[src/rtl/rv_defs.sv]
// Shared encodings for the uRV memory/writeback stage: access codes, FSM
// states and the lane helpers used to decode loads and stores.
package rv_defs;

  localparam logic [2:0] FUNC_LB  = 3'd0;
  localparam logic [2:0] FUNC_LH  = 3'd1;
  localparam logic [2:0] FUNC_LW  = 3'd2;
  localparam logic [2:0] FUNC_LBU = 3'd4;
  localparam logic [2:0] FUNC_LHU = 3'd5;
  localparam logic [2:0] FUNC_SB  = 3'd0;
  localparam logic [2:0] FUNC_SH  = 3'd1;
  localparam logic [2:0] FUNC_SW  = 3'd2;

  typedef enum logic [1:0] {
    ST_IDLE       = 2'd0,
    ST_WAIT_LOAD  = 2'd1,
    ST_WAIT_STORE = 2'd2
  } state_e;

  typedef struct packed {
    logic [31:0] data;
    logic [3:0]  select;
  } store_lanes_t;

  // Size lives in fun[1:0] for loads and stores alike (LBU/LHU differ only in fun[2]).
  function automatic logic access_misaligned(input logic [1:0] size, input logic [1:0] lane);
    logic mis;
    case (size)
      2'b01:   mis = lane[0];
      2'b10:   mis = (lane != 2'b00);
      default: mis = 1'b0;
    endcase
    return mis;
  endfunction

  function automatic store_lanes_t store_lanes(input logic [2:0] fun, input logic [31:0] data,
                                               input logic [1:0] lane);
    store_lanes_t st;
    case (fun)
      FUNC_SB: begin
        st.data   = {4{data[7:0]}};
        st.select = 4'b0001 << lane;
      end
      FUNC_SH: begin
        st.data   = {2{data[15:0]}};
        st.select = 4'b0011 << lane;
      end
      default: begin
        st.data   = data;
        st.select = 4'b1111;
      end
    endcase
    return st;
  endfunction

endpackage

[src/rtl/rv_load_align.sv]
// Picks the addressed byte/half/word out of a loaded memory word and
// sign- or zero-extends it according to the load type.
module rv_load_align
  import rv_defs::*;
(
  input  logic [31:0] data_i,
  input  logic [1:0]  lane_i,
  input  logic [2:0]  fun_i,
  output logic [31:0] value_o
);

  logic [31:0] shifted_s;

  // Lane extraction followed by extension.
  always_comb begin
    shifted_s = data_i >> {lane_i, 3'b000};
    case (fun_i)
      FUNC_LB:  value_o = {{24{shifted_s[7]}}, shifted_s[7:0]};
      FUNC_LH:  value_o = {{16{shifted_s[15]}}, shifted_s[15:0]};
      FUNC_LW:  value_o = shifted_s;
      FUNC_LBU: value_o = {24'd0, shifted_s[7:0]};
      FUNC_LHU: value_o = {16'd0, shifted_s[15:0]};
      default:  value_o = shifted_s;
    endcase
  end

endmodule

[src/rtl/rv_mem_stage.sv]
// uRV memory/writeback stage: issues data-memory requests, stalls the pipeline
// until they complete, and drives the register-file write port.
module rv_mem_stage
  import rv_defs::*;
(
  input  logic        clk_i,
  input  logic        rst_i,
  input  logic        x_valid_i,
  input  logic        x_load_i,
  input  logic        x_store_i,
  input  logic [2:0]  x_fun_i,
  input  logic [31:0] x_addr_i,
  input  logic [31:0] x_store_data_i,
  input  logic [4:0]  x_rd_i,
  input  logic [31:0] x_rd_value_i,
  input  logic        x_rd_write_i,
  output logic        w_stall_req_o,
  output logic        w_misaligned_o,
  output logic [31:0] dm_addr_o,
  output logic [31:0] dm_data_s_o,
  output logic [3:0]  dm_data_select_o,
  output logic        dm_load_o,
  output logic        dm_store_o,
  input  logic        dm_load_done_i,
  input  logic        dm_store_done_i,
  input  logic [31:0] dm_data_l_i,
  output logic        rf_write_o,
  output logic [4:0]  rf_index_o,
  output logic [31:0] rf_data_o
);

  state_e       state_r;
  logic [2:0]   fun_r;
  logic [1:0]   lane_r;
  logic [4:0]   rd_r;
  logic         misaligned_s;
  store_lanes_t store_s;
  logic [31:0]  load_value_s;

  // Decode of the operation currently presented by execute.
  always_comb begin
    misaligned_s = (x_load_i || x_store_i) && access_misaligned(x_fun_i[1:0], x_addr_i[1:0]);
    store_s      = store_lanes(x_fun_i, x_store_data_i, x_addr_i[1:0]);
  end

  rv_load_align u_load_align (
    .data_i  (dm_data_l_i),
    .lane_i  (lane_r),
    .fun_i   (fun_r),
    .value_o (load_value_s)
  );

  // Stage FSM with registered memory, stall and writeback outputs.
  always_ff @(posedge clk_i) begin
    if (rst_i) begin
      state_r          <= ST_IDLE;
      fun_r            <= 3'd0;
      lane_r           <= 2'd0;
      rd_r             <= 5'd0;
      w_stall_req_o    <= 1'b0;
      w_misaligned_o   <= 1'b0;
      dm_addr_o        <= 32'd0;
      dm_data_s_o      <= 32'd0;
      dm_data_select_o <= 4'd0;
      dm_load_o        <= 1'b0;
      dm_store_o       <= 1'b0;
      rf_write_o       <= 1'b0;
      rf_index_o       <= 5'd0;
      rf_data_o        <= 32'd0;
    end else begin
      dm_load_o      <= 1'b0;
      dm_store_o     <= 1'b0;
      w_misaligned_o <= 1'b0;
      rf_write_o     <= 1'b0;
      case (state_r)
        ST_IDLE: begin
          if (x_valid_i) begin
            if (misaligned_s) begin
              w_misaligned_o <= 1'b1;
            end else if (x_load_i) begin
              dm_addr_o     <= {x_addr_i[31:2], 2'b00};
              dm_load_o     <= 1'b1;
              fun_r         <= x_fun_i;
              lane_r        <= x_addr_i[1:0];
              rd_r          <= x_rd_i;
              w_stall_req_o <= 1'b1;
              state_r       <= ST_WAIT_LOAD;
            end else if (x_store_i) begin
              dm_addr_o        <= {x_addr_i[31:2], 2'b00};
              dm_data_s_o      <= store_s.data;
              dm_data_select_o <= store_s.select;
              dm_store_o       <= 1'b1;
              w_stall_req_o    <= 1'b1;
              state_r          <= ST_WAIT_STORE;
            end else if (x_rd_write_i && (x_rd_i != 5'd0)) begin
              rf_write_o <= 1'b1;
              rf_index_o <= x_rd_i;
              rf_data_o  <= x_rd_value_i;
            end
          end
        end
        ST_WAIT_LOAD: begin
          if (dm_load_done_i) begin
            state_r       <= ST_IDLE;
            w_stall_req_o <= 1'b0;
            // rd=0 still completes the load, it just never reaches the register file.
            if (rd_r != 5'd0) begin
              rf_write_o <= 1'b1;
              rf_index_o <= rd_r;
              rf_data_o  <= load_value_s;
            end
          end
        end
        ST_WAIT_STORE: begin
          if (dm_store_done_i) begin
            state_r       <= ST_IDLE;
            w_stall_req_o <= 1'b0;
          end
        end
        default: begin
          state_r       <= ST_IDLE;
          w_stall_req_o <= 1'b0;
        end
      endcase
    end
  end

endmodule

[config.mk]
export PLATFORM = sky130hd
export DESIGN_NAME = rv_mem_stage
export DESIGN_NICKNAME = d
export VERILOG_FILES = /design/src/rtl/rv_defs.sv /design/src/rtl/rv_load_align.sv /design/src/rtl/rv_mem_stage.sv
export SDC_FILE = /design/constraint.sdc
export NUM_CORES = 1
export LEC_CHECK = 0
export CAP_MARGIN = 20
export CORE_MARGIN = 2
export CORE_UTILIZATION = 42
export CTS_CLUSTER_SIZE = 30
export DETAILED_ROUTE_END_ITERATION = 12
export GPL_ROUTABILITY_DRIVEN = 0
export PLACE_DENSITY = 0.81
export REMOVE_ABC_BUFFERS = 1
export SLEW_MARGIN = 25
export SYNTH_ARGS = -nofsm -noshare
export SYNTH_HDL_FRONTEND = slang
export SYNTH_SLANG_ARGS = --single-unit
[constraint.sdc]
create_clock -name clk_i -period 2.25 [get_ports clk_i]
set_clock_uncertainty 0.15 [all_clocks]
set_input_delay 0.225 -clock clk_i [delete_from_list [all_inputs] [get_ports clk_i]]
set_output_delay 0.225 -clock clk_i [all_outputs]
set_load 0.02 [all_outputs]
==> results of run 1 <==
## placed cells by master, fill, tap and decap left out, types with 2 or more instances in the layout
master and count:
o21ai_0 3, or3_1 2, conb_1 2, dfxtp_1 119
o211a_1 2, mux2_2 3, o211ai_1 2, ha_1 3
a211oi_2 4, nor2_1 82, nand2b_1 11, clkdlybuf4s50_1 250
a211oi_1 54, a311oi_2 6, inv_1 4, buf_12 11
clkbuf_8 4, nor3_2 2, clkbuf_16 17, clkinv_4 3
nor3b_1 3, buf_4 29, mux2i_1 28, nand2_1 106
bufinv_16 3, nor2b_1 15, o221ai_1 17, clkinvlp_4 3
nor3_1 35, a22oi_1 8, a21oi_1 61, nand3_1 3
and2_1 9, a2111oi_2 5
## per-layer routing
metal,wire [um],part of all wire
met5,0,0
met4,444,0.023
met3,1020,0.053
met2,9360,0.49
met1,8180,0.43
## logic make-up (layout without fill, tap and decap cells)
group                    count (synthesis)  in the layout
other                                    1              3
flip-flops                             120            120
buffers and inverters                   64            326
adder cells (fa/ha/maj)                  3              3
multiplexers                            31             31
AO/OA/AOI/OAI                          174            174
AND/OR/NAND/NOR                        277            277
## metrics by stage
stage               power (mW)  utilization
global placement          3.52        0.662
CTS                       6.36        0.711
finish                    6.34        0.718
global route              6.58        0.718
floorplan                 2.83            -
detailed placement        3.54        0.662
## tightest hold or removal path, delay by kind of cell
kind | cells | cell delay, ns
buf+inv | 1 | 0.39
simple gates | 1 | 0.05
compound gates | 1 | 0.05
## final timing paths
| kind | slack, ns | end | from | depth (start not counted) |
|---|---|---|---|---|
| setup / recovery | 0.07 | dm_addr_o[31] | x_fun_i[0] | 11 |
| setup reg to reg | 0.12 | rf_data_o[30] | lane_r[1] | 7 |
| hold / removal | 0.20 | dm_addr_o[10] | x_addr_i[10] | 3 |
| hold reg to reg | 0.30 | dm_addr_o[4] | dm_addr_o[4] | 2 |
## repair_timing
item,4_1_cts,5_1_grt
setup buffers,0,1
pin swaps,0,2
resized for setup,1,19
endpoints found under the setup margin,16,13
## power by group through the flow
stage          logic, mW  clock network [mW]  registers [mW]
2_1_floorplan      0.355                   0            2.47
3_3_place_gp        1.18                   0            2.34
3_5_place_dp        1.19                   0            2.34
4_1_cts             1.20                2.85            2.30
5_1_grt             1.30                2.97            2.31
6_report            1.22                2.82            2.30
## state kept, by name, summed over array words and instances, names as in the netlist
| register | cells |
|---|---|
| rf_write_o | 1 |
| lane_r | 2 |
| dm_addr_o | 30 |
| rf_data_o | 32 |
| fun_r | 3 |
| dm_data_select_o | 4 |
| w_stall_req_o | 1 |
| state_r | 2 |
| rd_r | 5 |
| w_misaligned_o | 1 |
| rf_index_o | 5 |
| dm_load_o | 1 |
| dm_data_s_o | 32 |
| dm_store_o | 1 |
## final cells by class
class | instances | area, um2
flip-flops and latches | 120 | 2400
diodes | 1 | 2.50
fillers | 987 | 3590
multi-input cells | 487 | 2920
inverters | 4 | 15.0
clock buffers | 21 | 480
well taps | 172 | 215
repair buffers | 291 | 2950
clock inverters | 10 | 144
==> impl_metrics.ini, run 1 <==
[routing]
via_count = 5930
drt_iter0_drc = 387
drt-total-wl_mm = 19.0
dr.pass1.iters = 5
viasPerCell = 5.36
ant_nets = 0
drc = 0
routedWlPerCell_um = 17.2

[global_route]
grt_overflow_total = 0
use_met1 = 0.334
grt_max_degree = 65
gr-usage-met3 = 0.0536
met2_usage = 0.446
first_global_vias = 5688
grt_first_pass_wirelength_mm = 30.0
grt_usage = 0.266
top_usage_layer = met2
antenna_found_initial = 1

[worst_setup_path]
crit_chain = clkdlybuf4s50_1 > inv_1 > ha_1 > o211ai_1 > buf_4 > nand3_1 > buf_4 > or2_2 > buf_12 > nand2_1 > a21oi_1
cp_top_family = buffers and inverters
worstPathMaxFanout = 31
critPathRequiredTime_ns = 2.36
cp-start-kind = input pin
slowest_stage = clkdlybuf4s50_1
crit_path_max_incr_delay_ns = 0.50
crit_path_frequent_cell = buf_4
arrival_ns = 2.28
path_class = in2reg
crit_buf_inv = 5
worst_setup_path_end_kind = flop

[cts]
clockBufferDepth = 2
clk_pin_slew_ns = 0.06
ctsHoldBuffers = 0
clkLatencyLatePin_ns = 0.41
root_buffer = clkbuf_16
cts-htree-levels = 4
cts_tree = built
cts.sinks = 120
cts_buffers = 17

[floorplanning]
row_count = 41
die_h_um = 119
core_um2 = 12700
die_area_um2 = 14100
io_pins = 254
start_util = 0.433
die_w_um = 119

[logic_synthesis]
yosysTopAreaCellShare = 0.436
synthXorXnorAreaFrac = 0
yosysWarnings = 0
synth-edff-count = 0
syn_area_per_cell_um2 = 8.22
synth_top_family_by_area = compound AO/OA/AOI/OAI gates
synth_common_cells = dfxtp_1 (120), nand2_1 (106), nor2_1 (83), a21oi_1 (61), a211oi_1 (58)
ys_seq_area_frac = 0.436
syn_inst = 670
synth-seq-cells = 120
synth_simple_gate_area_share = 0.223
yosysTopAreaCell = dfxtp_1
yosys.cell_types.count = 45
synthAdderAreaFrac = 0.00681
muxShareOfSynthArea = 0.0570
post-synth-top-count-cell = dfxtp_1
syn_area_um2 = 5510
synth-compound-area-share = 0.225
synth_flop_cell = dfxtp_1
async_flop_share = 0
yosys-top-cells-area = dfxtp_1 (44%), a211oi_1 (7.9%), nand2_1 (7.2%)

[min_path]
hold_path_class = in2reg

[timing]
rsz0062_at_grt = true
setup_viol = 0
fin_crit_sh = 0.967
maxSlewViolCount = 0
tightest_slew_ns = 0.740
timing.hold.ws_ns = 0.204
finalHoldViolCount = 0
fmax_mhz = 459
slew_headroom = 0.507
finalSetupTns_ns = 0
period_needed_ns = 2.18
setup_slack_ns = 0.0735

[final_layout]
area_delta_synth_final_pct = 65.7
stdcell_count = 1106
final_nets = 1068
fin_area_um2 = 9130
drive_above_1_share = 0.110

[power_and_ir_drop]
sequentialPowerShare = 0.363
irDropWorstVdd_v = 0.000497
p_sw_mw = 1.62
p_sw_frac = 0.256
p_leak_nw = 3.32
power_frac_clock = 0.445
p_per_area_nw_per_um2 = 694
combPwrFrac = 0.192
intPower_mw = 4.72

[place]
dp_cells = 1073
portBuffers = 251
pre_cts_slack_ns = -0.354
place_hpwl_mm = 13.5
detailed_place.area_um2 = 8420

[outcome]
status = complete, no violations

[run]
drv_cap = 0
Power figures use the tool's default switching activity.
==> run 2: changes to the inputs <==
--- a/config.mk
+++ b/config.mk
@@ -7,11 +7,12 @@
 export LEC_CHECK = 0
 export CAP_MARGIN = 20
 export CORE_MARGIN = 2
-export CORE_UTILIZATION = 42
+export CORE_UTILIZATION = 55
 export CTS_CLUSTER_SIZE = 30
 export DETAILED_ROUTE_END_ITERATION = 12
+export DONT_BUFFER_PORTS = 1
 export GPL_ROUTABILITY_DRIVEN = 0
-export PLACE_DENSITY = 0.81
+export PLACE_DENSITY = 0.7
 export REMOVE_ABC_BUFFERS = 1
 export SLEW_MARGIN = 25
 export SYNTH_ARGS = -nofsm -noshare
==> run 2 against run 1 <==
  * Combinational power down 58%
  * Largest cell class is now multi-input gates
  * The flow now finishes with violations (hold timing)
  * Hold slack worse by 0.57 ns
  * Global-route usage up 0.58 points
  * First-iteration DRC count down 14%
  * Total power down 12%
==> impl_metrics.ini, run 2 (synthesis results as in run 1) <==
[global_route]
first_global_vias = 4726
grt_usage = 0.272
grt_max_degree = 121
antenna_found_initial = 0
grt_first_pass_wirelength_mm = 24.0
top_usage_layer = met2
use_met1 = 0.321
gr-usage-met3 = 0.105
met2_usage = 0.438
grt_overflow_total = 0

[routing]
viasPerCell = 6.06
drt_iter0_drc = 331
ant_nets = 0
routedWlPerCell_um = 18.6
drt-total-wl_mm = 15.1
drc = 0
via_count = 4900
dr.pass1.iters = 5

[floorplanning]
die_area_um2 = 10800
io_pins = 254
die_w_um = 104
start_util = 0.566
row_count = 36
die_h_um = 104
core_um2 = 9730

[worst_setup_path]
critPathRequiredTime_ns = 2.55
cp_top_family = simple AND/OR/NAND/NOR gates
crit_buf_inv = 2
crit_path_max_incr_delay_ns = 0.54
worstPathMaxFanout = 29
arrival_ns = 2.46
slowest_stage = dlygate4sd3_1
worst_setup_path_end_kind = flop
path_class = reg2reg
cp-start-kind = flop
crit_chain = nor3b_4 > nand3_1 > or3_1 > buf_6 > nor2_1 > dlygate4sd3_1

[power_and_ir_drop]
irDropWorstVdd_v = 0.000373
p_leak_nw = 2.31
p_per_area_nw_per_um2 = 879

[cts]
ctsHoldBuffers = 14
root_buffer = clkbuf_8
clkLatencyLatePin_ns = 0.51
cts.sinks = 120
clockBufferDepth = 2
clk_pin_slew_ns = 0.06
cts_buffers = 17
cts_tree = built
cts-htree-levels = 4

[final_layout]
final_nets = 809
fin_area_um2 = 6350
area_delta_synth_final_pct = 15.3
reg_top3 = dm_data_s_o: 32 flops, rf_data_o: 32 flops, dm_addr_o: 30 flops
final_cell_mix = dfxtp_1 (119), nand2_1 (106), nor2_1 (82), a21oi_1 (61), a211oi_1 (58)
diodes = 0
final_common_cell = dfxtp_1
drive_above_1_share = 0.104

[outcome]
status = complete, but fails checks
failed_checks = hold timing

[place]
detailed_place.area_um2 = 5580
portBuffers = 0
place_hpwl_mm = 10.5

[timing]
maxSlewViolCount = 0
fin_crit_sh = 0.960
fmax_mhz = 463
tightest_slew_ns = 0.685
period_needed_ns = 2.16
timing.hold.ws_ns = -0.369
setup_viol = 0
finalHoldViolCount = 106
slew_headroom = 0.543
finalSetupTns_ns = 0

[run]
drv_cap = 0

[min_path]
hold_path_class = in2reg
run 2: per-layer routing:
metal | vias up | part of all wire
met3 | 39 | 0.095
met5 | - | 0
met1 | 2260 | 0.40
met2 | 238 | 0.48
li1 | 2363 | -
met4 | 0 | 0.029
run 2: timing repair:
| item | CTS | global route |
|---|---|---|
| endpoints found under the hold margin | 120 | 106 |
| pin swaps | 0 | 1 |
| gates resized for setup | 1 | 8 |
| buffers inserted | 0 | 1 |
| endpoints found under the setup margin | 16 | 7 |
run 2: final timing paths:
check / start / to / slack (ns) / depth (start not counted)
max: state_r[0] / dm_store_o / 0.09 / 6
min: rst_i / rf_data_o[21] / -0.37 / 1
max reg2reg: state_r[0] / dm_store_o / 0.09 / 6
min reg2reg: rd_r[1] / rf_index_o[1] / 0.37 / 2
run 2: layout make-up:
class | count | area [um2]
fillers | 852 | 3380
inverters | 4 | 15.0
flip-flops and latches | 120 | 2400
well taps | 133 | 166
clock buffers | 22 | 473
clock inverters | 10 | 118
repair buffers | 32 | 308
multi-input cells | 487 | 2870
run 2: power by group:
part / switching [mW] / internal, mW / leakage [nW] / total [mW]
Combinational: 0.293 / 0.219 / 1.05 / 0.512
Clock: 0.936 / 1.69 / 0.280 / 2.63
Sequential: 0.204 / 2.24 / 0.978 / 2.44
run 2: stage by stage:
| step | total power, mW | instances | setup WS (ns) | utilization | hold slack [ns] |
|---|---|---|---|---|---|
| after floorplan | 2.83 | 611 | -0.902 | - | 0.143 |
| after global placement | 2.95 | 761 | 0.0471 | 0.574 | 0.153 |
| after detailed placement | 2.97 | 761 | -0.157 | 0.574 | 0.155 |
| after CTS | 5.62 | 807 | 0.0271 | 0.650 | -0.387 |
| after global routing | 5.81 | 808 | -0.0414 | 0.653 | -0.393 |
| final | 5.58 | 808 | 0.0900 | 0.653 | -0.369 |
==> RTL change 1 (settings of run 2) <==
Re-encode `state_e` (3 states) as one-hot, 3 bits wide.
--- a/src/rtl/rv_defs.sv
+++ b/src/rtl/rv_defs.sv
@@ -12,8 +12,8 @@
   localparam logic [2:0] FUNC_SW  = 3'd2;
 
-  typedef enum logic [1:0] {
-    ST_IDLE       = 2'd0,
-    ST_WAIT_LOAD  = 2'd1,
-    ST_WAIT_STORE = 2'd2
+  typedef enum logic [2:0] {
+    ST_IDLE       = 3'b001,
+    ST_WAIT_LOAD  = 3'b010,
+    ST_WAIT_STORE = 3'b100
   } state_e;
 
Behaviour: same outputs for any inputs over 4 cycles, from zero or initial values and one cycle with rst_i high; so few cycles prove little.
==> RTL change 1 against run 2 <==
  * The flow now stops in clock tree synthesis
  * Area after synthesis grew 7.6%
==> RTL change 1: results (changes against run 2) <==
- The proportion of synthesized area in mux cells came to 13.04% (+7.3 points).
- The number of hold-repair buffers added at the cts stage is 163 (+149).
- The sequential fraction of the synthesis area is 40.85% (-2.7 points).
- The count of port buffers added during placement is 0 (unchanged).
- The H-tree depth was 4 (unchanged).
- The post-CTS setup repair buffer count is 0 (unchanged).
- Among all flip-flop cells after synthesis, the most frequent one is dfxtp_1.
- The post-synthesis sequential element count came to 121 (+0.83%).
- The tool reported: "[ERROR RSZ-0060] Max buffer count reached".
- The half-perimeter wire length after placement came to 10.65 mm (+1.6%).
- The number of distinct standard cells referenced by the synthesized netlist was 40 (-11%).
- The root buffer cell chosen for the clock tree is clkbuf_8.
- The arithmetic-cell share of the synthesized area counting full adders, half adders and majority gates is 0.6330% (-0.048 points).
- Counting instances in the post-synthesis netlist gives the leading cell types as dfxtp_1 (121), nor2_1 (96), nand2b_1 (86).
- The run stopped with a tool error.
- The stage at which the run stopped is clock tree synthesis.
- The number of gates resized after cts was 0 (-1).
- The number of warning messages in the yosys log is 0 (unchanged).
- The parity-gate share of the synthesized area counting xor and xnor cells is 0% (unchanged).
- The share of the synthesized area in compound gates (AO/OA/AOI/OAI) is 18.80% (-3.7 points).
- The share of synthesized registers carrying an async set or reset is 0% (unchanged).
- The total clock buffers created by CTS is 17 (unchanged).
- The largest buffer count on any clock path is 2 (unchanged).
- Yosys attributes the largest share of cell area to dfxtp_1 (41%), mux2i_1 (13%), nand2b_1 (9.1%), a211oi_1 (7.2%), nor2_1 (6.1%).
## RTL change 1: cell families after synthesis
| kind of cell | count (synthesis) |
|---|---|
| flops | 121 |
| compound gates | 154 |
| other cells | 1 |
| fa+ha+maj | 3 |
| mux | 76 |
| simple gates | 253 |
| buf+inv | 75 |
## RTL change 1: metrics by stage
stage | hold slack, ns | cells | instance area (um2) | setup WS (ns)
floorplan | 0.1441 | 623 | 5674 | -4.559
detailed placement | 0.1648 | 777 | 6037 | -0.1459
global placement | 0.1604 | 777 | 6037 | 0.02723
==> RTL change 2 (settings of run 2) <==
Without the edit above. Make the reset (`rst_i`) asynchronous in one clocked block.
--- a/src/rtl/rv_mem_stage.sv
+++ b/src/rtl/rv_mem_stage.sv
@@ -52,5 +52,5 @@
 
   // Stage FSM with registered memory, stall and writeback outputs.
-  always_ff @(posedge clk_i) begin
+  always_ff @(posedge clk_i or posedge rst_i) begin
     if (rst_i) begin
       state_r          <= ST_IDLE;
Behaviour: differs if rst_i is asserted again (counterexample within 4 cycles, from zero or initial values and one cycle with rst_i high); with rst_i held inactive, the same outputs for 4 cycles.
==> RTL change 2 against run 2 <==
  * Area after synthesis increased by 8.8%
  * Sequential cell count did not move
  * Setup slack worse by 0.035 ns
  * Core utilization increased by 12 points
  * Critical path type is now primary input to register
  * Non-clock buffer count is 134 higher
  * Design area rose by 31%
  * Wire length grew 22%
  * Maximum frequency is 1.6% lower
  * Hold slack improved by 0.38 ns
Power is not compared: it rests on default switching activity, and its combinational part moved more than twofold at a synthesized area within 25%.
==> RTL change 2: results (changes against run 2) <==
- The share of post-route cells with drive strength above 1 is 23.67% (+13 points).
- The wire length on met1 is 6.758 mm (+13%).
- The share of synthesized registers carrying an async set or reset is 100.0% (+100 points).
- The total length of routed met2 wires was 9.459 mm (+31%).
- The final cell count without fillers was 855 (+5.8%).
- The final net count is 848 (+4.8%).
- The post-placement cell area is 0.006245 mm2 (+12%).
- The average via count per standard cell was 5.865 (-3.3%).
- The cell family with the largest share of critical-path delay is buffers and inverters.
- The worst slack after detailed placement came to 0.09343 ns (+0.2502 ns).
- The transition time of the tightest slew-check pin is 0.6771 ns (-0.007926 ns).
- The half-perimeter wire length after placement is 10.76 mm (+2.6%).
- The endpoint arrival time on the critical path is 2.44 ns (-0.02 ns).
- After synthesis, the cell types taking the most area are dfrtp_1 (50%), mux2_2 (14%), nand2_1 (5.3%), mux2i_1 (4.0%), o21ai_0 (3.3%).
- The met3 layer wire length in the routed design came to 1.638 mm (+14%).
- The post-synthesis average cell area is 10.86 um2 (+32%).
- The sequential fraction of the synthesis area is 50.10% (+6.5 points).
- The global router's overall resource usage is 30.78% (+3.6 points).
- The detailed router's first-iteration violation count is 361 (+9.1%).
- The flow ran to the end, and the final reports show no timing, DRC or antenna violations.
- The number of global-route vias before repair is 5274 (+12%).
- The global-route track usage on met2 came to 54.72% (+11 points).
- The met1 global-route usage is 33.33% (+1.3 points).
- The largest fanout on the critical path is 30 (+3.4%).
- The cell total after placement is 680 (-11%).
- The count of port buffers added during placement came to 0 (unchanged).
- The global-route wire length before repair is 27.38 mm (+14%).
- The initial antenna violation count is 1 (+1).
RTL change 2: changes by cell type in the layout (fill, tap and decap cells not counted), sizes merged, moves of 36 or more:
cell	before	now
dlygate4sd3	14	132
dfxtp	120	0
mux2	3	91
nor3	38	2
o21ai	5	42
nor2	83	30
a211oi	58	0
dfrtp	0	120
RTL change 2: cell families after synthesis:
| group | Yosys count | share of synthesized area (%) |
|---|---|---|
| AO/OA/AOI/OAI | 115 | 12.82 |
| adder cells (fa/ha/maj) | 3 | 0.6264 |
| buffers and inverters | 45 | 3.716 |
| flip-flops | 120 | 50.10 |
| multiplexers | 116 | 21.40 |
| other | 1 | 0.06257 |
| AND/OR/NAND/NOR | 152 | 11.27 |
RTL change 2: layout make-up:
class	instances	area, um2
multi-input combinational	388	2811
clock buffer	17	414.1
timing repair buffer	166	1703
fill	658	2440
sequential	120	3003
tap	140	175.2
antenna	1	2.502
clock inverter	15	163.9
inverter	8	32.53
RTL change 2: timing repair:
action | CTS | global route
setup buffers | 0 | 7
hold buffers | 134 | 0
hold endpoints to repair | 238 | 0
gates resized for setup | 0 | 10
endpoints found under the setup margin | 0 | 30
RTL change 2: worst paths after layout:
check                           slack, ns  depth (start not counted)      startpoint       endpoint
worst min register to register       0.38                          1         rd_r[1]        rd_r[1]
worst max register to register       0.09                          5         rd_r[2]  rf_data_o[25]
worst min-delay path                 0.01                          4  dm_data_l_i[0]   rf_data_o[0]
worst max-delay path                 0.06                         10      x_fun_i[1]  dm_addr_o[20]
max in group asynchronous            1.28                          3           rst_i  rf_data_o[25]
min in group asynchronous            0.20                          3           rst_i  dm_addr_o[12]
RTL change 2: worst reg2reg max path: stages, from the launching register on:
cell	delay (ns)
dfrtp_1	0.40
or4_1	0.50
o21ai_0	0.23
a21o_4	0.25
buf_12	0.16
mux2_2	0.35
